## src/rtl/apb_reg_pkg.sv

```systemverilog
// apb_reg_pkg: shared FSM state type and width helpers for the APB register slave.
package apb_reg_pkg;
  typedef enum logic [1:0] {IDLE, WAIT, RESP} state_t;
  localparam int WAIT_W = 4;
  function automatic int off_w(int data_w);
    return $clog2(data_w / 8);
  endfunction
  function automatic int idx_w(int n);
    return (n > 1) ? $clog2(n) : 1;
  endfunction
endpackage

```

## src/rtl/apb_reg_slave_if.sv

```systemverilog
// apb_reg_slave_if: APB3/APB4 bus bundle; pstrb exists only when APB_REG_PSTRB_EN is defined.
interface apb_reg_slave_if #(
  parameter int ADDR_W = 32,
  parameter int DATA_W = 32
);
  logic [ADDR_W-1:0] paddr;
  logic psel;
  logic penable;
  logic pwrite;
  logic [DATA_W-1:0] pwdata;
  logic pready;
  logic [DATA_W-1:0] prdata;
  logic pslverr;
`ifdef APB_REG_PSTRB_EN
  logic [DATA_W/8-1:0] pstrb;
  modport master (output paddr, psel, penable, pwrite, pwdata, pstrb, input pready, prdata, pslverr);
  modport slave (input paddr, psel, penable, pwrite, pwdata, pstrb, output pready, prdata, pslverr);
`else
  modport master (output paddr, psel, penable, pwrite, pwdata, input pready, prdata, pslverr);
  modport slave (input paddr, psel, penable, pwrite, pwdata, output pready, prdata, pslverr);
`endif
endinterface

```

## src/rtl/apb_reg_file.sv

```systemverilog
// apb_reg_file: register storage with byte-lane write masking and registered per-register write pulses.
module apb_reg_file #(
  parameter int DATA_W = 32,
  parameter int NUM_REGS = 8,
  parameter int IDX_W = 3,
  parameter logic [DATA_W-1:0] RESET_VAL = '0
) (
  input  logic clk,
  input  logic rst,
  input  logic we,
  input  logic [IDX_W-1:0] idx,
  input  logic [DATA_W-1:0] wdata,
  input  logic [DATA_W/8-1:0] strb,
  output logic [DATA_W-1:0] rdata,
  output logic [NUM_REGS*DATA_W-1:0] reg_q,
  output logic [NUM_REGS-1:0] wr_pulse
);
  logic [DATA_W-1:0] regs [NUM_REGS];
  assign rdata = regs[idx];
  always_ff @(posedge clk or posedge rst)
    if (rst) begin
      for (int r = 0; r < NUM_REGS; r++) regs[r] <= RESET_VAL;
      wr_pulse <= '0;
    end else begin
      wr_pulse <= '0;
      if (we) begin
        for (int b = 0; b < DATA_W / 8; b++)
          if (strb[b]) regs[idx][b*8 +: 8] <= wdata[b*8 +: 8];
        wr_pulse[idx] <= |strb;
      end
    end
  for (genvar i = 0; i < NUM_REGS; i++) begin : g_flat
    assign reg_q[i*DATA_W +: DATA_W] = regs[i];
  end
endmodule

```

## src/rtl/apb_reg_slave.sv

```systemverilog
// apb_reg_slave: APB completer with NUM_REGS registers and WAIT_STATES wait cycles per transfer.
// Define APB_REG_PSTRB_EN to add pstrb byte-lane writes (reads with pstrb != 0 then error).
module apb_reg_slave import apb_reg_pkg::*; #(
  parameter int ADDR_W = 32,
  parameter int DATA_W = 32,
  parameter int NUM_REGS = 8,
  parameter int WAIT_STATES = 0,
  parameter logic [DATA_W-1:0] RESET_VAL = '0
) (
  input  logic pclk,
  input  logic preset,
  apb_reg_slave_if.slave bus,
  output logic [NUM_REGS*DATA_W-1:0] reg_q,
  output logic [NUM_REGS-1:0] wr_pulse
);
  localparam int OFF_W = off_w(DATA_W);
  localparam int IDX_W = idx_w(NUM_REGS);
  localparam int STRB_W = DATA_W / 8;
  state_t state;
  logic [WAIT_W-1:0] cnt;
  logic [ADDR_W-1:0] addr_q, a, word;
  logic [DATA_W-1:0] wdata_q, rd_word, rd_data;
  logic [IDX_W-1:0] idx;
  logic [STRB_W-1:0] s;
  logic wr_q, err_q, w, s_err, err, we;
  // In IDLE the live bus is decoded so a zero-wait response can be built at the setup edge.
  assign a = (state == IDLE) ? bus.paddr : addr_q;
  assign w = (state == IDLE) ? bus.pwrite : wr_q;
`ifdef APB_REG_PSTRB_EN
  logic [STRB_W-1:0] strb_q;
  assign s = (state == IDLE) ? bus.pstrb : strb_q;
  assign s_err = !w && |s;
`else
  assign s = '1;
  assign s_err = 1'b0;
`endif
  always_comb begin
    word = a >> OFF_W;
    idx = IDX_W'(word);
    err = |(a & ADDR_W'((1 << OFF_W) - 1)) || word >= ADDR_W'(NUM_REGS) || s_err;
    rd_data = (err || w) ? '0 : rd_word;
  end
  assign we = state == RESP && bus.psel && wr_q && !err_q;
  always_ff @(posedge pclk or posedge preset)
    if (preset) begin
      state <= IDLE;
      cnt <= '0;
      addr_q <= '0;
      wdata_q <= '0;
      wr_q <= 1'b0;
      err_q <= 1'b0;
`ifdef APB_REG_PSTRB_EN
      strb_q <= '0;
`endif
      bus.pready <= 1'b0;
      bus.pslverr <= 1'b0;
      bus.prdata <= '0;
    end else begin
      case (state)
        IDLE:
          if (bus.psel && !bus.penable) begin
            addr_q <= bus.paddr;
            wr_q <= bus.pwrite;
            wdata_q <= bus.pwdata;
            err_q <= err;
            cnt <= WAIT_W'(WAIT_STATES);
`ifdef APB_REG_PSTRB_EN
            strb_q <= bus.pstrb;
`endif
            if (WAIT_STATES == 0) begin
              state <= RESP;
              bus.pready <= 1'b1;
              bus.pslverr <= err;
              bus.prdata <= rd_data;
            end else state <= WAIT;
          end
        WAIT:
          if (!bus.psel) state <= IDLE;
          else if (bus.penable) begin
            cnt <= cnt - 1'b1;
            if (cnt == WAIT_W'(1)) begin
              state <= RESP;
              bus.pready <= 1'b1;
              bus.pslverr <= err_q;
              bus.prdata <= rd_data;
            end
          end
        default: begin
          state <= IDLE;
          bus.pready <= 1'b0;
          bus.pslverr <= 1'b0;
          bus.prdata <= '0;
        end
      endcase
    end
  apb_reg_file #(
    .DATA_W(DATA_W),
    .NUM_REGS(NUM_REGS),
    .IDX_W(IDX_W),
    .RESET_VAL(RESET_VAL)
  ) u_file (
    .clk(pclk),
    .rst(preset),
    .we(we),
    .idx(idx),
    .wdata(wdata_q),
    .strb(s),
    .rdata(rd_word),
    .reg_q(reg_q),
    .wr_pulse(wr_pulse)
  );
endmodule

```

## src/flat_wrapper.sv

```systemverilog
// flat-port wrapper written by rule: the top's interface ports become plain ports
module apb_reg_slave_flat import apb_reg_pkg::*;
#(
  parameter int ADDR_W = 32,
  parameter int DATA_W = 32,
  parameter int NUM_REGS = 8,
  parameter int WAIT_STATES = 0,
  parameter logic [DATA_W-1:0] RESET_VAL = '0
)
  (pclk, preset, reg_q, wr_pulse, bus_paddr, bus_psel, bus_penable, bus_pwrite, bus_pwdata, bus_pready, bus_prdata, bus_pslverr);
  apb_reg_slave_if #(.ADDR_W(ADDR_W), .DATA_W(DATA_W)) bus_i ();
  input  logic pclk;
  input  logic preset;
  output logic [NUM_REGS*DATA_W-1:0] reg_q;
  output logic [NUM_REGS-1:0] wr_pulse;
  input wire logic [$bits(bus_i.paddr)-1:0] bus_paddr;
  input wire logic [$bits(bus_i.psel)-1:0] bus_psel;
  input wire logic [$bits(bus_i.penable)-1:0] bus_penable;
  input wire logic [$bits(bus_i.pwrite)-1:0] bus_pwrite;
  input wire logic [$bits(bus_i.pwdata)-1:0] bus_pwdata;
  output wire logic [$bits(bus_i.pready)-1:0] bus_pready;
  output wire logic [$bits(bus_i.prdata)-1:0] bus_prdata;
  output wire logic [$bits(bus_i.pslverr)-1:0] bus_pslverr;
  assign bus_i.paddr = bus_paddr;
  assign bus_i.psel = bus_psel;
  assign bus_i.penable = bus_penable;
  assign bus_i.pwrite = bus_pwrite;
  assign bus_i.pwdata = bus_pwdata;
  assign bus_pready = bus_i.pready;
  assign bus_prdata = bus_i.prdata;
  assign bus_pslverr = bus_i.pslverr;
  apb_reg_slave #(.ADDR_W(ADDR_W), .DATA_W(DATA_W), .NUM_REGS(NUM_REGS), .WAIT_STATES(WAIT_STATES), .RESET_VAL(RESET_VAL)) u_core (.pclk(pclk), .preset(preset), .bus(bus_i), .reg_q(reg_q), .wr_pulse(wr_pulse));
endmodule
```

## config.mk

```make
export PLATFORM = sky130hd
export DESIGN_NAME = apb_reg_slave_flat
export DESIGN_NICKNAME = d
export VERILOG_FILES = /design/src/rtl/apb_reg_pkg.sv /design/src/rtl/apb_reg_slave_if.sv /design/src/rtl/apb_reg_file.sv /design/src/rtl/apb_reg_slave.sv /design/src/flat_wrapper.sv
export SDC_FILE = /design/constraint.sdc
export NUM_CORES = 1
export LEC_CHECK = 0
export ABC_AREA = 1
export ABC_CLOCK_PERIOD_IN_PS = 20400
export CORE_MARGIN = 8
export CORE_UTILIZATION = 48
export CTS_CLUSTER_DIAMETER = 40
export DETAILED_ROUTE_END_ITERATION = 10
export DONT_BUFFER_PORTS = 1
export PLACE_DENSITY = 0.59
export SLEW_MARGIN = 20
export SYNTH_ARGS = -nofsm -noshare
export SYNTH_HDL_FRONTEND = slang
export SYNTH_SLANG_ARGS = --single-unit
```

## constraint.sdc

```tcl
create_clock -name pclk -period 20.4 [get_ports pclk]
set_input_delay 4.08 -clock pclk [delete_from_list [all_inputs] [get_ports pclk]]
set_output_delay 4.08 -clock pclk [all_outputs]
set_load 0.01 [all_outputs]
```

==> results.py <==
metrics = {
    "clock_tree": {
        "cts_sinks": 364,
        "clk_pin_slew_ns": 0.06,
        "hold_buffers": 0,
        "cts_tree": "done",
        "post_cts_resized": 0,
        "clk_latency_ns": 0.58,
        "cts_root_buf": "clkbuf_16",
        "clk_path_buf_depth": 3,
        "postCtsSetupBuffers": 0,
        "htreeDepth": 2,
        "numCtsBuffers": 52,
    },
    "final_layout": {
        "syn_to_final_growth_pct": 12.0,
        "nFillCells": 3078,
        "drive_gt1_frac": 0.0668,
        "nets": 1900,
        "stdcell_area_um2": 17600,
        "utilization": 0.543,
    },
    "floorplan": {
        "dieHeight_um": 197,
        "coreArea_um2": 32400,
        "die-area_um2": 38700,
        "die_w_um": 197,
        "rows": 66,
        "start_util": 0.485,
        "io-pin-count": 367,
    },
    "hold_path": {
        "holdPathStages": 2,
        "hp-class": "reg -> reg",
        "min_from": "u_core.addr_q[13]",
        "hold_path_end": "u_core.addr_q[13]",
    },
    "yosys": {
        "synth_fp_nets": 1949,
        "yosysSeqAreaShare": 0.581,
        "yosysUniqueCellTypes": 17,
        "synth_area_um2": 15700,
        "avgSynthCellArea_um2": 8.35,
        "ys_ff_latch": 364,
        "yosys_warnings": 0,
        "syn_inst": 1880,
    },
    "critical_path": {
        "start_kind": "primary input",
        "end_kind": "register",
        "path_common_cell": "buf_4",
        "path_buf_inv": 5,
        "crit_slowest_cell": "buf_4",
        "r2r-start": "u_core.state[1]",
        "max_stage_delay_ns": 0.71,
        "crit_type": "in -> reg",
        "worstPathCellList": "inv_1, a21oi_4, buf_4, nor2_4, buf_16, buf_4, inv_2, nand2_1, o21ai_1",
        "r2r_setup_slack_ns": 16.68,
        "cp.arrival_ns": 6.93,
        "rr_endpoint": "u_core.wr_q",
        "cp_top_family": "buffers and inverters",
        "startpoint": "bus_penable",
        "crit_path_max_fanout": 92,
        "reg2reg_depth": 8,
        "worstPathRequired_ns": 20.85,
    },
    "grt": {
        "overflow": 0,
        "grt_pass1_vias": 12200,
        "grt_pass1_wl_mm": 77.0,
        "antenna_found_initial": 2,
        "grt_usage": 0.257,
        "grt_max_degree": 169,
    },
    "drt": {
        "first_iter_violations": 1164,
        "vias": 12500,
        "vias_per_cell": 5.42,
        "drc": 0,
        "drt-total-wl_mm": 50.3,
        "routedWlPerCell_um": 21.7,
        "dr.pass1.iters": 5,
        "ant_nets": 0,
    },
    "timing": {
        "min_period_ns": 6.48,
        "fmax_mhz": 154,
        "finalCritPeriodShare": 0.318,
        "rsz0062_at_grt": "no",
        "slew_violations": 0,
        "setup_violations": 0,
        "hold_ws_ns": 0.473,
        "hold_violations": 0,
        "relSlewSlack": 0.317,
        "setup_tns_ns": 0,
        "worst_pin_slew_ns": 1.02,
        "skew_ns": 0.0121,
    },
    "outcome": {
        "status": "complete, no violations",
    },
    "place": {
        "gp_congestion": 0.784,
        "portBuffers": 0,
        "placed_cell_area_um2": 15800,
        "hpwlAfterDp_mm": 32.2,
    },
    "power": {
        "leakage_nw": 8.18,
        "power.density_nw_per_um2": 169,
        "ir_worst_vdd_mv": 0.0867,
    },
    "job": {
        "drv_cap": 0,
    },
}
layer usage:
layer,up-vias,GRT usage,part of all wire
met5,-,0,0
met4,0,0.0900,0.025
met3,81,0.0986,0.12
met2,527,0.392,0.46
met1,6000,0.330,0.40
li1,5940,-,-
synth_stat cells:
cell type / instances / area [um^2]
buf_4: 15 / 113
nor2_1: 71 / 267
buf_2: 65 / 325
inv_2: 3 / 11.3
nand3_1: 160 / 801
buf_6: 19 / 214
or2_1: 1 / 6.26
clkbuf_1: 21 / 78.8
a21oi_2: 1 / 8.76
o21ai_0: 220 / 1100
nand4_1: 1 / 6.26
nand2_1: 807 / 3030
nor2_2: 6 / 37.5
inv_1: 49 / 184
dfrtp_1: 364 / 9110
o21ai_1: 75 / 375
nor2_4: 2 / 22.5
worst reg2reg max path, stage by stage, from the launching register on:
cell and delay, ns:
dfrtp_1 0.84, a21oi_4 0.02, buf_4 0.33, nor2_4 0.56, buf_16 0.24, buf_4 0.72, inv_2 0.63, nand2_1 0.17
o21ai_1 0.08
layout by cell type (no fill, tap or decap):
cell type / n
dfrtp_1: 364
inv_8: 1
inv_2: 3
nand3_1: 160
nand2_4: 5
nor2_1: 71
o21ai_4: 1
o21ai_0: 220
clkinvlp_4: 3
inv_1: 48
clkinv_8: 1
bufinv_16: 6
clkbuf_1: 10
clkbuf_8: 5
inv_6: 5
clkinv_4: 4
clkbuf_16: 52
nand4_1: 1
a21oi_4: 1
diode_2: 2
or2_1: 1
buf_12: 1
clkinv_2: 8
inv_16: 1
buf_16: 3
nand2_1: 798
nor2_4: 6
o21ai_1: 74
nor2_2: 2
nand2_2: 4
buf_4: 13
power breakdown:
| part | leakage (nW) | internal (mW) | switching, mW | total, mW |
|---|---|---|---|---|
| clock | 0.861 | 0.567 | 0.343 | 0.910 |
| combinational | 2.41 | 0.232 | 0.550 | 0.783 |
| sequential | 4.91 | 0.950 | 0.332 | 1.28 |
stage by stage:
stage               setup WS (ns)  std cells  total power, mW
detailed placement          13.09       2217             2.07
floorplan                    6.22       1880             1.77
finish                      13.92       2316             2.98
global route                13.71       2316             3.17
global placement            13.20       2216             2.05
CTS                         13.72       2312             2.99
worst max path at each step:
stage                                    to  slack [ns]  cells past startpoint
after floorplan            u_core.addr_q[0]        6.22                      1
after global placement          u_core.wr_q       13.20                      8
after detailed placement        u_core.wr_q       13.09                      8
after CTS                       u_core.wr_q       13.72                      8
after global routing      u_core.addr_q[25]       13.71                      9
final                           u_core.wr_q       13.92                      9
cell type report:
class	instances	area [um^2]	share of cell area
clock buffer	67	1410	0.0801
antenna	2	5.00	0.000285
clock inverter	28	358	0.0204
inverter	52	203	0.0115
sequential	364	9110	0.518
multi-input combinational	1344	5740	0.327
timing repair buffer	17	200	0.0114
tap	442	553	0.0315
registers in the layout, indices dropped and copies added (netlist names):
register                count
u_core.addr_q              32
u_core.bus.prdata          32
u_core.bus.pslverr          1
u_core.err_q                1
u_core.state                1
u_core.u_file.reg_q       256
u_core.u_file.wr_pulse      8
u_core.wdata_q             32
u_core.wr_q                 1
kinds of logic after synthesis:
family	count (synthesis)	share of synthesized area
compound gates	296	0.0947
buf+inv	172	0.0590
flops	364	0.581
simple gates	1048	0.266
Power figures use the tool's default switching activity.
